$ cat config.mk
export PLATFORM = sky130hd
export DESIGN_NAME = core_bus_port
export DESIGN_NICKNAME = d
export VERILOG_FILES = /design/src/rtl/core_bus_port.sv
export SDC_FILE = /design/constraint.sdc
export NUM_CORES = 1
export LEC_CHECK = 0
export ABC_AREA = 1
export CAP_MARGIN = 5
export CELL_PAD_IN_SITES_DETAIL_PLACEMENT = 1
export CELL_PAD_IN_SITES_GLOBAL_PLACEMENT = 2
export CORE_MARGIN = 8
export CORE_UTILIZATION = 23
export CTS_CLUSTER_DIAMETER = 80
export DETAILED_ROUTE_END_ITERATION = 8
export GPL_TIMING_DRIVEN = 0
export MAX_ROUTING_LAYER = met4
export PLACE_DENSITY_LB_ADDON = 0.1
export SLEW_MARGIN = 5
export SYNTH_ARGS = -nofsm -noshare
export SYNTH_HDL_FRONTEND = slang
export SYNTH_SLANG_ARGS = --single-unit
$ cat constraint.sdc
create_clock -name clk -period 2 [get_ports clk]
set_clock_uncertainty 0.2 [all_clocks]
set_input_delay 0.5 -clock clk [delete_from_list [all_inputs] [get_ports clk]]
set_output_delay 0.5 -clock clk [all_outputs]
set_load 0.1 [all_outputs]
$ cat src/rtl/core_bus_port.sv
// core_bus_port: per-core memory port between a MIPS core's data-memory
// interface and one request/grant slot of the dual-core bus arbiter.
// The core's access is latched, a request is raised, and the core is stalled
// until the arbiter has carried out the access. Read data is captured only
// after READ_LAT consecutive grant cycles in WAIT.
// Optional feature macro: BUS_PORT_TIMEOUT_EN (wait-cycle watchdog with a
// sticky bus_timeout flag; when undefined the port waits indefinitely).
module core_bus_port #(
    parameter int READ_LAT = 2,
    parameter int TIMEOUT  = 64
) (
    input  logic        clk,
    input  logic        reset,
    input  logic        core_memread,
    input  logic        core_memwrite,
    input  logic [15:0] core_addr,
    input  logic [7:0]  core_writedata,
    output logic [7:0]  core_readdata,
    output logic        stall,
    output logic        request,
    output logic        memread,
    output logic        memwrite,
    output logic [15:0] addr,
    output logic [7:0]  writedata,
    input  logic        grant,
    input  logic [7:0]  readdata,
    output logic        bus_timeout
);

    localparam int CNT_MAX = (READ_LAT > TIMEOUT) ? READ_LAT : TIMEOUT;
    localparam int CNT_W   = $clog2(CNT_MAX + 1);

    typedef enum logic [1:0] {
        IDLE = 2'd0,
        REQ  = 2'd1,
        WAIT = 2'd2,
        RESP = 2'd3
    } state_t;

    state_t             state;
    state_t             state_next;
    logic [CNT_W-1:0]   cnt;
    logic               access_strobe;
    logic               latch_en;
    logic               capture_en;
    logic               timeout_hit;

    assign access_strobe = core_memread | core_memwrite;

`ifdef BUS_PORT_TIMEOUT_EN
    logic [CNT_W-1:0]   wait_cnt;
    logic               timeout_flag;
    logic               wait_expired;

    assign wait_expired = (wait_cnt == CNT_W'(TIMEOUT - 1));
    assign bus_timeout  = timeout_flag;
`else
    assign bus_timeout  = 1'b0;
`endif

    // State register; reset abandons whatever access was in flight.
    always_ff @(posedge clk) begin
        if (reset) begin
            state <= IDLE;
        end else begin
            state <= state_next;
        end
    end

    // Next-state decode plus the combinational stall/request handshake.
    always_comb begin
        state_next  = state;
        request     = 1'b0;
        stall       = 1'b0;
        latch_en    = 1'b0;
        capture_en  = 1'b0;
        timeout_hit = 1'b0;
        case (state)
            IDLE: begin
                stall = access_strobe;
                if (access_strobe) begin
                    latch_en   = 1'b1;
                    state_next = REQ;
                end
            end
            REQ: begin
                stall   = 1'b1;
                // A granted write is issued once; dropping request now stops a repeat.
                request = !(grant && memwrite);
                if (grant) begin
                    state_next = memwrite ? RESP : WAIT;
                end
            end
            WAIT: begin
                stall   = 1'b1;
                request = 1'b1;
                if (grant && (cnt == CNT_W'(READ_LAT))) begin
                    capture_en = 1'b1;
                    state_next = RESP;
                end
            end
            RESP: begin
                state_next = IDLE;
            end
            default: begin
                state_next = IDLE;
            end
        endcase
`ifdef BUS_PORT_TIMEOUT_EN
        // Normal completion in the same cycle takes precedence over the watchdog.
        if (((state == REQ) || (state == WAIT)) && wait_expired && (state_next != RESP)) begin
            timeout_hit = 1'b1;
            state_next  = RESP;
        end
`endif
    end

    // Bus-side operation registers, grant counter and core read data.
    always_ff @(posedge clk) begin
        if (reset) begin
            memread       <= 1'b0;
            memwrite      <= 1'b0;
            addr          <= '0;
            writedata     <= '0;
            core_readdata <= '0;
            cnt           <= '0;
        end else begin
            case (state)
                IDLE: begin
                    if (latch_en) begin
                        addr      <= core_addr;
                        writedata <= core_writedata;
                        memwrite  <= core_memwrite;
                        memread   <= core_memread & ~core_memwrite;
                        cnt       <= '0;
                    end
                end
                REQ: begin
                    if (grant && memread) begin
                        cnt <= CNT_W'(1);
                    end
                end
                WAIT: begin
                    // Only an unbroken run of grants counts, so captured data is ours.
                    if (!grant) begin
                        cnt <= '0;
                    end else if (!capture_en) begin
                        cnt <= cnt + CNT_W'(1);
                    end
                end
                RESP: begin
                    memread  <= 1'b0;
                    memwrite <= 1'b0;
                end
                default: begin
                    cnt <= '0;
                end
            endcase
            if (capture_en) begin
                core_readdata <= readdata;
            end else if (timeout_hit && memread) begin
                core_readdata <= 8'hFF;
            end
        end
    end

`ifdef BUS_PORT_TIMEOUT_EN
    // Watchdog: counts REQ/WAIT cycles of the current access; flag is sticky.
    always_ff @(posedge clk) begin
        if (reset) begin
            wait_cnt     <= '0;
            timeout_flag <= 1'b0;
        end else begin
            if (latch_en) begin
                wait_cnt <= '0;
            end else if ((state == REQ) || (state == WAIT)) begin
                wait_cnt <= wait_cnt + CNT_W'(1);
            end
            if (timeout_hit) begin
                timeout_flag <= 1'b1;
            end
        end
    end
`endif

endmodule
==> run summary, run 1 <==
The flow ran to the end, but the final reports show violations. The checks that failed: negative setup slack. The logs give 432 for the count of placed standard cells including taps and 0 for the residual antenna-violating net count after detailed routing.

For this run, the register share of the synthesized area comes to 44.97%. The class of the most critical setup path was reg2out. Relative to the synthesized area, the layout overhead comes to 66.21%.

Number of antenna repair diodes: 0. The vias per cell is 4.345. CTS built an H-tree with a depth of 2. Data arrival time of the critical path: 1.53 ns. TritonCTS built the clock tree. The die is 107.2 um wide. In this run, the number of DRC markers left after iteration 0 of detailed routing was 45. After technology mapping, the gate count stands at 255. For the number of global-route vias before repair, the log shows 2,224. Clock tree synthesis selected as its root buffer the cell clkbuf_8.

The maximum clock insertion buffer count was 2. Global routing consumed, over all layers together, 12.42% of the routing resources. The worst path uses 111.3% of the clock period.

The post-synthesis average cell area was 7.507 sq um. The slowest stage of the critical path belongs to the cell dfxtp_4. When the netlist entered floorplanning its net count stood at 299.

The first global-routing pass estimated 10,950 um of wire. The number of buffers and inverters on the critical path is 4. STA puts the critical path data required time at 1.30 ns. The leakage power figure was 1.267 nW; the count of state elements after synthesis was 43.

Leaving out fill and tap cells, the most frequent cell in the layout is nor2_1. The smallest clock period supported by the final layout is computed as 2.227 ns. Initial antenna violation count: 0.

For the final number of hold-violating endpoints, the log shows 0. The tools report the kind of end point of the critical path as an output pin. Yosys attributes the largest share of cell area to dfxtp_1, nor2_1, o21ai_1, ha_1, nand2_1. The number of CTS-inserted buffers came out at 5. The total power of the final layout is 5.490 mW, and the total via count in the routed design is 1,977.

Headroom to the max-slew limit came out at 61.90%. Setup repair after global routing could not meet its margin everywhere. Of all cell types, the one taking the most synthesized area is dfxtp_1.

The count of hold-fix buffers inserted at cts came out at 0. Detailed placement ended at an HPWL of 4901 um. Among cell families on the critical path, the largest total delay comes from flip-flops. The logs give 0 for the total congestion overflow and 6771 um for the routed wire length.

The number of rows in the core area was 33; the clock insertion delay at the later pin of the skew report was 0.30 ns. The total count of max-transition violations in the final report was 0. The fraction of post-synthesis cell area in the top cell type by area was 44.97%; the vertical die dimension was 107.2 um. CTS sink count: 43. After synthesis, the netlist uses 27 different library cells. The clock edge transition at the registers on the reported setup and hold paths was 0.09 ns. VDD sags by at most 0.6776 mV.

Timing would allow up to 449.1 MHz. Buffers placed on the I/O ports in this run total 72. The die covers 11,500 sq um. Number of nets in the final layout: 393. Max-cap violations in this run came to 0. The final weighted congestion of routability-driven global placement was 0.7001. The share of post-route cells with drive strength above 1 is 29.43%.

The measured slew at the worst slew-check pin was 0.5742 ns; the final worst hold slack was 0.2852 ns. Leaving out fill and tap cells, the most frequent cells in the layout are nor2_1, dfxtp_1, o21ai_1, clkdlybuf4s50_1, clkdlybuf4s15_2. 74 I/O pins were placed. The Yosys step of the flow raised 0 warnings.

Delay of the slowest cell on the worst path: 0.37 ns. Excluding fillers, the count of instances in the completed layout stands at 455. Once the floorplan was initialized, standard cells occupied 23.53% of the core.

Entering global routing, the biggest net connects 16 pins. The minimum setup slack in the final design is -0.2266 ns, and the total negative slack is -0.3080 ns. Setup violations remaining at the end of the flow were counted as 2. Traced cell by cell, the critical path runs through inv_4 > ha_4 > inv_2 > a21oi_4 > inv_6 > a21oi_4 > buf_12. For the area of the placeable core, the log shows 8134 sq um. The power density over the cells works out to 1725 nW/um^2.

The tightest min-delay check is of the reg2reg type. The cell that appears most often on the critical path is a21oi_4. Of all nets on the critical path, the largest fanout is 4. In the final routed layout, each cell accounts on average for 14.88 um. Summing every instance area after synthesis gives 1914 sq um. After detailed routing, the number of remaining DRC violations is 0.

For this run, the share of the core covered by cells in the final layout is 39.12%. The tools report the launching element type of the critical path as a flip-flop. The first detailed-routing pass took 3 iterations.
==> per-layer routing <==
metal	part of all wire [%]	vias to the layer above	GRT usage (%)	wire (um)
li1	-	1005	-	-
met1	43	927	13.32	2923
met2	50	41	20.96	3379
met3	6.0	4	4.559	403
met4	0.96	0	3.618	65
met5	0	-	-	0
==> area by class of cell <==
class	count	area (sq um)
timing repair buffer	88	895.9
buffer	8	53.80
clock inverter	2	60.06
sequential	43	869.6
inverter	21	96.34
tap	105	131.4
clock buffer	6	72.57
multi-input combinational	182	1002
fill	991	4952
==> sequential cells by signal, indices dropped and copies added, names as in the netlist <==
| name | cells |
|---|---|
| addr | 16 |
| cnt | 7 |
| writedata | 8 |
| memwrite | 1 |
| state | 2 |
| core_readdata | 8 |
| memread | 1 |
==> what timing repair did <==
item | CTS | global route
setup endpoints to repair | 39 | 18
setup buffers | 9 | 8
resized for setup | 141 | 12
pin swaps | 7 | 5
gates cloned | 0 | 0
==> synthesized netlist by cell type <==
master	count
nor2_1	73
nand3_1	5
buf_2	3
inv_2	8
nand2_4	3
nor2_8	1
ha_1	7
nand4_1	3
o21ai_0	7
inv_1	13
o21bai_1	1
a21oi_1	15
clkbuf_1	2
o21ai_2	1
buf_4	3
nor2_2	1
nand2_2	2
a21oi_4	1
nor2_4	1
nor3_1	1
o22ai_1	1
nand2_1	23
buf_6	1
dfxtp_1	43
conb_1	1
nand3_2	2
o21ai_1	33
==> per-stage QoR <==
stage | area (sq um) | setup WS, ns
global placement | 2811 | -1.589
floorplan | 1959 | -0.2512
finish | 3182 | -0.2266
CTS | 3115 | -0.2363
global route | 3182 | -0.2948
detailed placement | 2811 | -1.625
==> power by group <==
group          leakage, nW  internal [mW]  total, mW  switching, mW
Sequential           0.355           1.06       1.19          0.127
Clock               0.0654          0.500      0.820          0.321
Combinational        0.847           1.06       3.48           2.42
Total                 1.27           2.63       5.49           2.86
==> logic make-up (layout without fill, tap and decap cells) <==
| family | after synthesis | in the layout | share of synthesized area (%) |
|---|---|---|---|
| other cells | 1 | 1 | 0.1959 |
| fa+ha+maj | 7 | 7 | 4.575 |
| flops | 43 | 43 | 44.97 |
| simple gates | 115 | 115 | 26.80 |
| buf+inv | 30 | 125 | 7.059 |
| compound gates | 59 | 59 | 16.41 |
==> worst reg2reg max path: stages (launching register included) <==
cell	delay [ns]
dfxtp_4	0.37
clkinv_4	0.06
buf_4	0.14
ha_4	0.16
buf_4	0.12
buf_4	0.13
nand2_2	0.08
nand2_4	0.08
nor2_8	0.14
buf_4	0.13
nand4_1	0.11
a21oi_2	0.13
==> final timing paths <==
| path | from | endpoint | slack [ns] | depth (start not counted) |
|---|---|---|---|---|
| setup reg to reg | state[1] | cnt[6] | 0.07 | 11 |
| hold / removal | core_readdata[6] | core_readdata[6] | 0.29 | 2 |
| setup / recovery | state[0] | stall | -0.23 | 7 |
| hold reg to reg | core_readdata[6] | core_readdata[6] | 0.29 | 2 |
No activity file was read; power rests on OpenSTA's default activity.
==> run 2, diff against run 1 <==
Settings changed: CORE_UTILIZATION 23 to 33, DONT_BUFFER_PORTS from default to 1.
==> run summary, run 2 (synthesis results as in run 1) <==
The checks that failed: negative setup slack. The power density over the cells is 2005 nW/um^2 (+16%), and the final number of hold-violating endpoints is 0 (unchanged). The maximum fanout along the worst path is 3 (-1), and the number of nets in the final layout is 314 (-20%). STA classifies the critical path startpoint as a flip-flop. Register name with the most flops: addr. The minimum period implied by the final worst setup slack is 2.394 ns (+0.1676 ns), and the count of input and output buffers is 0 (-100%). The vertical die dimension was 92.17 um (-14%); the leakage power figure was 0.9101 nW (-28%).

Number of flip-flops under the largest register name: 16 (unchanged). For the number of global-route vias before repair, the log shows 1,759 (-21%). The tools report the maximum number of pins on one net before global-route repair as 16 (unchanged). For the worst setup slack before clock tree synthesis, the log shows -0.4311 ns (+1.194 ns). The number of rows in the core area is 27 (-18%), and the layout filler cell count is 704 (-29%).

The measured slew at the worst slew-check pin is 0.9732 ns (+0.3989 ns). For the global-route wire length before repair, the log shows 8811 um (-20%). The H-tree depth reported by CTS is 2 (unchanged).

The flow ran to the end, but the final reports show violations. TritonCTS built the clock tree. The area growth from synthesis to layout is 18.82%. The largest registers in the layout are addr (16), core_readdata (8), writedata (8). The most frequent standard cell in the layout excluding fill and tap cells was nor2_1.

The worst hold path belongs to the class in2reg. The share of post-route cells with drive strength above 1 is 31.37% (+1.9 points), and the number of detailed-routing iterations run before antenna repair is 4 (+1). The count of routing violations after the opening detailed-route iteration was 46 (+2.2%); the final routed wire length divided by cell count was 15.54 um (+4.4%). Clock insertion delay at the later pin of the skew report: 0.29 ns (about the same). The root buffer cell chosen for the clock tree is clkbuf_8. The vias per cell is 4.796 (+10%). The width of the die came out at 92.17 um (-14%). For the data arrival time of the critical path, the log shows 1.69 ns (+0.16 ns). The minimum setup slack in the final design came out at -0.3942 ns (-0.1676 ns). The initial antenna violation count is 0 (unchanged).

Worst-case headroom to the max-slew limit: 35.03% (-27 points). The run gives 417.7 MHz (-7.0%) as the highest clock frequency the design can meet. The tools report the CTS sink count as 43 (unchanged). For the area of the placeable core, the log shows 5540 sq um (-32%). The non-filler instance count after layout was 343 (-25%); the ratio of final minimum period to clock period was 119.7% (+8.4 points). The tools report the starting density of the core as 34.55% (+11 points). Class of the most critical setup path: reg2out. Post-detailed-route DRC marker count: 0 (unchanged).

The final weighted congestion of routability-driven global placement was 0.7579 (+8.3%). The total negative slack is -0.7499 ns (-0.4419 ns). The area of the multi-input gates was 970.9 sq um (-3.1%). The total congestion overflow came out at 0 (unchanged).

The total via count in the routed design was 1,645 (-17%); the total global-route track usage was 13.25% (+0.83 points). The residual antenna-violating net count after detailed routing is 0 (unchanged), and the number of CTS-inserted buffers is 5 (unchanged). Setup repair after global routing could not meet its margin everywhere. The worst setup path is captured at an output pin. The run gives 0 (unchanged) as the max-cap check violation count.

The run gives 0 (unchanged) as the number of antenna repair diodes. The run gives 0 (unchanged) as the count of hold-fix buffers inserted at cts. For the routed wire length, the log shows 5331 um (-21%). The setup-violating endpoint count in the final report is 2 (unchanged), and the maximum clock insertion buffer count is 2 (unchanged). The total count of max-transition violations in the final report was 0 (unchanged). Leaving out fill and tap cells, the most frequent cells in the layout are nor2_1, o21ai_1, dfxtp_2. Full die area: 8494 sq um (-26%). The data required time of the worst path came out at 1.30 ns (about the same). The count of placed standard cells including taps is 327 (-24%). The tools report the number of I/O pins as 74 (unchanged).

The highest ir drop seen on vdd came out at 0.8998 mV (+33%). The logs give 4048 um (-17%) for the post-detailed-placement half-perimeter wirelength and 907.1 sq um (+4.3%) for the area of all sequential standard cells. The clock edge transition at the registers on the reported setup and hold paths came out at 0.08 ns (about the same).
[run 2: where the power goes]
| group | switching, mW | leakage [nW] | total, mW | internal (mW) |
|---|---|---|---|---|
| Combinational | 1.02 | 0.497 | 1.55 | 0.533 |
| Sequential | 1.32 | 0.366 | 2.41 | 1.09 |
| Clock | 0.316 | 0.0474 | 0.598 | 0.282 |
[run 2: metal layers]
metal,track usage (%),part of all wire [%]
met1,15.00,45
met3,5.297,7.7
met5,-,0
met4,4.027,0.71
met2,20.98,47
[run 2: worst max-delay path: stages (launching register included)]
cell	delay [ns]
dfxtp_4	0.36
inv_4	0.07
ha_4	0.14
inv_2	0.04
a21oi_4	0.16
inv_6	0.05
a21oi_4	0.59
[run 2: final timing paths]
path                  from  slack [ns]  depth (start not counted)        to
setup reg to reg  state[0]        0.17                          9    cnt[4]
hold / removal       reset        0.05                          1  state[0]
setup / recovery  state[0]       -0.39                          6     stall
hold reg to reg     cnt[6]        0.28                          2    cnt[6]
[run 2: area by class of cell]
| class | instances | area share, % |
|---|---|---|
| plain buffers | 8 | 2.255 |
| clock buffers | 6 | 3.630 |
| clock inverters | 2 | 0.7151 |
| inverters | 21 | 3.905 |
| multi-input cells | 182 | 42.68 |
| flip-flops and latches | 43 | 39.88 |
| well taps | 72 | 3.960 |
| repair buffers | 9 | 2.970 |
[run 2: repair_timing]
| item | 4_1_cts | 5_1_grt |
|---|---|---|
| pin swaps | 3 | 2 |
| endpoints found under the setup margin | 11 | 28 |
| buffers inserted | 8 | 1 |
| hold endpoints to repair | 0 | 0 |
| resized for setup | 14 | 27 |
[run 2: metrics by stage]
step / util [%] / hold slack, ns / power (mW) / area, sq um
2_1_floorplan: - / 0.2512 / 3.526 / 1959
3_3_place_gp: 36.99 / 0.2708 / 3.812 / 2049
3_5_place_dp: 36.99 / 0.2828 / 3.813 / 2049
4_1_cts: 40.29 / 0.03568 / 4.580 / 2232
5_1_grt: 41.06 / 0.03482 / 4.852 / 2275
6_report: 41.06 / 0.05232 / 4.561 / 2275
==> run 3, diff against run 2 <==
Settings changed: CORE_ASPECT_RATIO from default to 0.9, TNS_END_PERCENT from default to 5.
==> run summary, run 3 (synthesis results as in run 1) <==
The run finished, with violations left. The final reports fail on negative setup slack. The max-cap check violation count was 0 (unchanged); the total congestion overflow was 0 (unchanged). The highest ir drop seen on vdd is 1.195 mV (+33%).

The tools report the share of the core filled with cells in the final layout as 39.71% (-1.4 points). The post-detailed-placement half-perimeter wirelength was 4114 um (+1.6%). The clock edge transition at the registers on the reported setup and hold paths is 0.08 ns (about the same). The cell area reported after detailed placement came out at 2046 sq um (-0.18%). The number of cells on the worst reg-to-reg path is 9 (unchanged), and the full die area is 8498 sq um (about the same). The number of rows in the core area is 26 (-3.7%), and the setup-violating endpoint count in the final report is 2 (unchanged). The class of the most critical setup path was reg2out.

The setup slack on the worst flop-to-flop path is 0.16 ns (about the same). The worst hold path belongs to the class in2reg. For the number of global-route vias before repair, the log shows 1,676 (-4.7%). The worst setup path is captured at an output pin.

Leaving out fill and tap cells, the most frequent cells in the layout are nor2_1, o21ai_1, dfxtp_1. The tools report the maximum number of pins on one net before global-route repair as 16 (unchanged). The share of post-route cells with drive strength above 1 is 23.97% (-7.4 points), and the measured slew at the worst slew-check pin is 0.9816 ns (+0.008474 ns). The number of detailed-routing iterations run before antenna repair was 4 (unchanged).

The launching element type of the critical path is a flip-flop. The number of antenna repair diodes was 0 (unchanged). Clock tree synthesis selected as its root buffer the cell clkbuf_8. The final weighted congestion of routability-driven global placement is 0.7382 (-2.6%).

The cell count of the worst hold path came out at 1 (unchanged). The vias per cell was 4.855 (+1.2%); the data arrival time of the critical path was 1.72 ns (+0.03 ns). The logs give 4.614 mW (+1.2%) for the total power of the final layout and 0 (unchanged) for the post-detailed-route DRC marker count. Vertical die dimension: 88.26 um (-4.2%). The run gives 1,636 (-0.55%) as the total via count in the routed design. The largest registers in the layout are addr (16), core_readdata (8), writedata (8). The total negative slack is -0.8006 ns (-0.05072 ns). The count of input and output buffers works out to 0 (unchanged). The cell that appears most often on the critical path is a21oi_4. The final number of hold-violating endpoints is 0 (unchanged).

The starting density of the core was 34.02% (-0.54 points); the ratio of final minimum period to clock period was 120.9% (+1.2 points). The highest clock frequency the design can meet came out at 413.5 MHz (-0.99%). The final worst hold slack is 0.05482 ns (+0.002498 ns), and the total count of max-transition violations in the final report is 0 (unchanged).

The worst-case headroom to the max-slew limit was 34.47% (-0.57 points). Broken down by cell family, the worst path's largest delay share belongs to compound AO/OA/AOI/OAI gates. The signal on the critical path passes through inv_4 > ha_4 > inv_2 > a21oi_4 > inv_6 > a21oi_4. Setup repair after global routing could not meet its margin everywhere. The delay of the slowest cell on the worst path came out at 0.58 ns (about the same). The number of I/O pins is 74 (unchanged), and the data required time of the worst path is 1.30 ns (about the same). The tools report the end point of the worst hold path as state[0]. The final routed wire length divided by cell count is 16.36 um (+5.2%), and the routed wire length is 5512 um (+3.4%).

The run gives 0 (unchanged) as the initial antenna violation count. The run gives 325 (-0.61%) as the count of placed standard cells including taps. The count of hold-fix buffers inserted at cts was 0 (unchanged); the number of buffers and inverters on the critical path was 3 (unchanged). The global-route wire length before repair came out at 8625 um (-2.1%). The minimum period implied by the final worst setup slack came out at 2.418 ns (+0.02393 ns).

The non-filler instance count after layout came out at 337 (-1.7%). The minimum setup slack in the final design is -0.4181 ns (-0.02393 ns), and the power density over the cells is 2065 nW/um^2 (+3.0%). For the H-tree depth reported by CTS, the log shows 2 (unchanged).

Relative to the synthesized area, the layout overhead comes to 16.73%. TritonCTS built the clock tree. Clock insertion delay at the later pin of the skew report: 0.29 ns (about the same). The logs give 5 (unchanged) for the number of CTS-inserted buffers and 0.9001 nW (-1.1%) for the leakage power figure. More flip-flops sit in one register than any other, and that register is addr.

The number of flip-flops under the largest register name is 16 (unchanged). The width of the die works out to 96.29 um (+4.5%). The number of nets in the final layout came out at 310 (-1.3%). The logs give 2235 sq um (-1.8%) for the area of all placed cells without fillers and 54 (+17%) for the count of routing violations after the opening detailed-route iteration. The run gives 5628 sq um (+1.6%) as the area of the placeable core. The run gives 2 (unchanged) as the maximum clock insertion buffer count. The most frequent standard cell in the layout excluding fill and tap cells is nor2_1.

For the total global-route track usage, the log shows 13.57% (+0.32 points). The residual antenna-violating net count after detailed routing came out at 0 (unchanged). The worst register-to-register path begins at state[0].

The worst register-to-register path ends at cnt[4]. Highest-delay cell along the critical path: a21oi_4. The CTS sink count was 43 (unchanged); the maximum fanout along the worst path was 3 (unchanged). The worst hold path begins at reset. The tools report the worst setup slack before clock tree synthesis as -0.4343 ns (-0.003207 ns).
run 3: timing repair:
| action | 4_1_cts | 5_1_grt |
|---|---|---|
| cloned | 0 | 0 |
| endpoints found under the setup margin | 10 | 15 |
| resized for setup | 10 | 13 |
| pin swaps | 3 | 0 |
| buffers inserted | 5 | 0 |
run 3: where the power goes:
| group | switching (mW) | internal (mW) |
|---|---|---|
| clock network | 0.305 | 0.404 |
| logic | 1.02 | 0.484 |
| registers | 1.33 | 1.08 |
run 3: worst max path at each step:
stage / start / endpoint / slack, ns / cells after the start
after CTS: state[1] / stall / -0.43 / 4
after global routing: state[0] / request / -0.47 / 4
after floorplan: state[1] / stall / -0.25 / 7
final: state[0] / stall / -0.42 / 6
after detailed placement: state[1] / stall / -0.43 / 7
after global placement: state[1] / stall / -0.43 / 7
run 3: area by class of cell:
cell class / count / area, sq um
plain buffers: 8 / 51.30
clock buffers: 6 / 82.58
clock inverters: 2 / 35.03
fillers: 706 / 3393
inverters: 21 / 86.33
multi-input cells: 182 / 968.4
flip-flops and latches: 43 / 885.9
well taps: 70 / 87.58
repair buffers: 5 / 37.54
run 3: metal layers:
layer	vias up	GRT usage (%)	part of all wire, %
met2	51	20.59	44
met4	0	2.929	0.69
li1	838	-	-
met3	5	5.513	11
met1	742	16.46	45
met5	-	-	0
